==> src/rtl/mac_sat_fifo.sv <==
// Saturating FIFO behind a wide accumulator: narrows each accepted value to width_p bits.
// Optional round-half-up of frac_p fraction bits before saturation: define MAC_SAT_FIFO_ROUND_EN.
`timescale 1ns/1ps

module mac_sat_fifo #(
  parameter int width_p      = 10,
  parameter int depth_log2_p = 2,
  parameter int frac_p       = 5
) (
  input  logic                    clk_i,
  input  logic                    reset_ni,
  input  logic [2*width_p-1:0]    data_i,
  input  logic                    valid_i,
  output logic                    ready_o,
  output logic                    valid_o,
  output logic [width_p-1:0]      data_o,
  input  logic                    ready_i,
  input  logic                    clear_i,
  output logic                    sat_o,
  output logic [depth_log2_p:0]   count_o
);

  localparam int                    depth_lp = 1 << depth_log2_p;
  localparam logic [depth_log2_p:0] depth_c  = (depth_log2_p+1)'(depth_lp);

  logic [width_p-1:0]      mem [depth_lp];
  logic [depth_log2_p-1:0] wr_ptr, rd_ptr;
  logic [depth_log2_p:0]   count_q;
  logic                    sat_q;

  logic                    push, pop;
  logic                    over;
  logic [width_p-1:0]      low_bits;
  logic [width_p-1:0]      store_val;

`ifdef MAC_SAT_FIFO_ROUND_EN
  // One extra bit keeps the rounding add from wrapping at the top of the input range.
  localparam logic [2*width_p:0] half_c = (2*width_p+1)'(1) << (frac_p - 1);
  logic [2*width_p:0] rounded;

  assign rounded  = ({1'b0, data_i} + half_c) >> frac_p;
  assign over     = |rounded[2*width_p:width_p];
  assign low_bits = rounded[width_p-1:0];
`else
  assign over     = |data_i[2*width_p-1:width_p];
  assign low_bits = data_i[width_p-1:0];
`endif

  assign store_val = over ? '1 : low_bits;

  assign ready_o = (count_q != depth_c);
  assign valid_o = (count_q != '0);
  assign push    = valid_i & ready_o;
  assign pop     = valid_o & ready_i;
  assign count_o = count_q;
  assign sat_o   = sat_q;
  assign data_o  = valid_o ? mem[rd_ptr] : '0;

  // NOTE: storage carries no reset; it is only ever observed through valid_o, so stale contents stay hidden.
  always_ff @(posedge clk_i) begin
    if (push && !clear_i) mem[wr_ptr] <= store_val;
  end

  // NOTE: every sequential assignment is non-blocking so all registers update from pre-edge values.
  always_ff @(posedge clk_i or negedge reset_ni) begin
    if (!reset_ni) begin
      wr_ptr  <= '0;
      rd_ptr  <= '0;
      count_q <= '0;
      sat_q   <= 1'b0;
    end else if (clear_i) begin
      wr_ptr  <= '0;
      rd_ptr  <= '0;
      count_q <= '0;
      sat_q   <= 1'b0;
    end else begin
      if (push) begin
        wr_ptr <= wr_ptr + 1'b1;
        if (over) sat_q <= 1'b1;
      end
      if (pop) rd_ptr <= rd_ptr + 1'b1;
      case ({push, pop})
        2'b10:   count_q <= count_q + 1'b1;
        2'b01:   count_q <= count_q - 1'b1;
        default: count_q <= count_q;
      endcase
    end
  end

endmodule

==> config.mk <==
export PLATFORM = sky130hd
export DESIGN_NAME = mac_sat_fifo
export DESIGN_NICKNAME = d
export VERILOG_FILES = /design/src/rtl/mac_sat_fifo.sv
export SDC_FILE = /design/constraint.sdc
export NUM_CORES = 1
export LEC_CHECK = 0
export CORE_MARGIN = 2
export CORE_UTILIZATION = 53
export DETAILED_ROUTE_END_ITERATION = 6
export GPL_TIMING_DRIVEN = 0
export PLACE_DENSITY = 0.83
export SLEW_MARGIN = 5
export SYNTH_ARGS = -nofsm -noshare
export SYNTH_HDL_FRONTEND = slang
export SYNTH_SLANG_ARGS = --single-unit
export TNS_END_PERCENT = 50
==> constraint.sdc <==
create_clock -name clk_i -period 4.4 [get_ports clk_i]
set_input_delay 1.1 -clock clk_i [delete_from_list [all_inputs] [get_ports clk_i]]
set_output_delay 1.1 -clock clk_i [all_outputs]
set_load 0.1 [all_outputs]
==> flow_metrics.py <==
metrics = {
    "outcome": {
        "outcome": "complete, no violations",
    },
    "clocking": {
        "cts_made_buffers": 5,
        "clock-sinks": 48,
        "cts_resized": 0,
        "clockBufferDepth": 2,
        "hold_buffers": 0,
        "postCtsSetupBuffers": 0,
        "cts_max_level": 2,
        "cts_tree": "yes",
        "path_clk_slew_ns": 0.09,
        "clkLatencyLatePin_ns": 0.30,
        "root_buffer": "clkbuf_8",
    },
    "critical_path": {
        "cp_top_family": "buffers and inverters",
        "critPathBufInv": 3,
        "required_ns": 3.30,
        "crit_chain": "buf_4 > or3_1 > clkbuf_1 > and2_1 > clkdlybuf4s50_1",
        "worst-setup-path-type": "reg2out",
        "critPathMaxFanout": 10,
        "cp_data_arrival_time_ns": 2.74,
        "slowest_delay_ns": 1.13,
        "crit_path_top_delay_cell": "clkdlybuf4s50_1",
        "cp-start-kind": "flip-flop",
        "worstSetupEndpointType": "output port",
    },
    "place": {
        "io_buffers": 39,
        "post-dp-hpwl_um": 2997,
        "gp_congestion": 0.7176,
        "post_dp_cell_area_um2": 2630,
    },
    "flow_run": {
        "maxCapViolations": 0,
    },
    "synth": {
        "seq_area_frac_synth": 0.6437,
        "synth_nets": 177,
        "ys_warn_count": 0,
        "ys_seq_elements": 48,
        "synth_area_um2": 2177,
        "synth.avg_cell_area_um2": 14.81,
        "yosysUniqueCellTypes": 32,
        "synth_edf_count": 40,
        "ys_async_sr_fraction": 0.1667,
        "synth_cells": 147,
        "yosys_most_used_dff": "edfxtp_1",
    },
    "timing": {
        "period_share": 0.8736,
        "period_needed_ns": 3.844,
        "hold_violations": 0,
        "setup_violations": 0,
        "fmax_mhz": 260.2,
        "rsz0062_at_grt": "false",
        "slew_viol_final": 0,
        "relSlewSlack": 0.3498,
        "finalSetupTns_ns": 0,
        "worstMarginPinSlew_ns": 0.9723,
        "skew_ns": 0.006396,
    },
    "global_route": {
        "antenna_found_initial": 0,
        "grt_use_total": 0.2085,
        "grt_pass1_wl_um": 6768,
        "overflow": 0,
        "grt_max_degree": 16,
        "grt_pass1_vias": 1401,
    },
    "min_path": {
        "hold_path.class": "reg2reg",
    },
    "die": {
        "core_area_um2": 3971,
        "fp.dieW_um": 68.09,
        "die_area_um2": 4636,
        "start_util": 0.5482,
        "ios": 41,
        "rows": 23,
        "die_h_um": 68.09,
    },
    "final_layout": {
        "final_layout_size_suffix_gt1_frac": 0.1546,
        "design_area_um2": 2718,
        "layout_common_cells": "40 x edfxtp_1, 39 x clkdlybuf4s50_1, 14 x and2_1",
        "syn_to_final_growth_pct": 24.83,
        "finish.net_count": 223,
        "final_common_cell": "edfxtp_1",
        "insertedDiodeCount": 0,
    },
    "drt": {
        "via_count": 1340,
        "drt-total-wl_um": 4148,
        "antenna_left": 0,
        "wl_per_cell_um": 17.00,
        "drtIter0Drc": 57,
        "firstDrtPassIters": 4,
        "via_per_inst": 5.492,
        "post-route-drc-count": 0,
    },
    "pwr": {
        "power.density_nw_per_um2": 468.0,
        "ir_drop_uv": 230.2,
        "p_leak_nw": 0.9439,
    },
}
-- Yosys cell counts, types with 4 or more instances --
library cell  number  area [um^2]
nand3_1            6        30.03
ha_1               4        50.05
nand2_1            5        18.77
and2_1            14        87.58
inv_1              4        15.01
dfrtp_1            8        200.2
or2_2             10        62.56
nor2_1             8        30.03
edfxtp_1          40         1201
mux4_2            10        225.2
a21oi_1            4        20.02
clkbuf_1           5        18.77
-- sequential cells by signal, indices dropped and copies added (netlist names) --
register  cells
mem          40
count_o       3
rd_ptr        2
wr_ptr        2
sat_o         1
-- final timing paths --
path | from | to | slack [ns] | cells past startpoint
setup / recovery | count_o[0] | data_o[0] | 0.56 | 5
hold / removal | sat_o | sat_o | 0.55 | 1
setup reg to reg | count_o[0] | count_o[2] | 1.74 | 7
hold reg to reg | sat_o | sat_o | 0.55 | 1
max in group asynchronous | reset_ni | sat_o | 3.00 | 1
min in group asynchronous | reset_ni | count_o[0] | 1.10 | 1
-- report_power, final --
group | switching (mW) | leakage, nW | internal [mW] | total, mW
Clock | 0.143 | 0.0378 | 0.110 | 0.253
Sequential | 0.0166 | 0.495 | 0.508 | 0.525
Combinational | 0.351 | 0.411 | 0.143 | 0.494
-- kinds of logic (layout without fill, tap and decap cells) --
group,count (synthesis),count (layout),share of synthesized area
compound gates,13,13,0.03736
xor+xnor,5,5,0.02012
buf+inv,12,59,0.02356
fa+ha+maj,5,5,0.03219
mux,10,10,0.1035
simple gates,54,54,0.1397
flops,48,48,0.6437
-- routing by layer --
metal	wire length, um	GRT usage	up-vias
li1	-	-	632
met1	1698	0.2418	673
met2	2254	0.3859	29
met3	156	0.04934	6
met4	38	0.05250	0
met5	0	0	-
-- stage by stage --
| stage | total power [mW] | utilization | setup slack [ns] | cells | hold slack, ns |
|---|---|---|---|---|---|
| 2_1_floorplan | 0.9148 | - | 0.05936 | 147 | 0.5425 |
| 3_3_place_gp | 1.024 | 0.6623 | 0.8609 | 236 | 0.5185 |
| 3_5_place_dp | 1.031 | 0.6623 | 0.7513 | 236 | 0.5106 |
| 4_1_cts | 1.280 | 0.6843 | 0.5194 | 244 | 0.5404 |
| 5_1_grt | 1.324 | 0.6843 | 0.3644 | 244 | 0.5638 |
| 6_report | 1.272 | 0.6843 | 0.5561 | 244 | 0.5452 |
-- area by class of cell --
class	count	area [um^2]
Tap cell	50	62.56
Inverter	4	15.01
Clock inverter	3	18.77
Fill cell	278	1254
Clock buffer	5	68.82
Multi-Input combinational cell	87	724.4
Buffer	8	36.28
Timing Repair Buffer	39	390.4
Sequential cell	48	1401
Note: power is estimated with default switching activity, not from simulation.
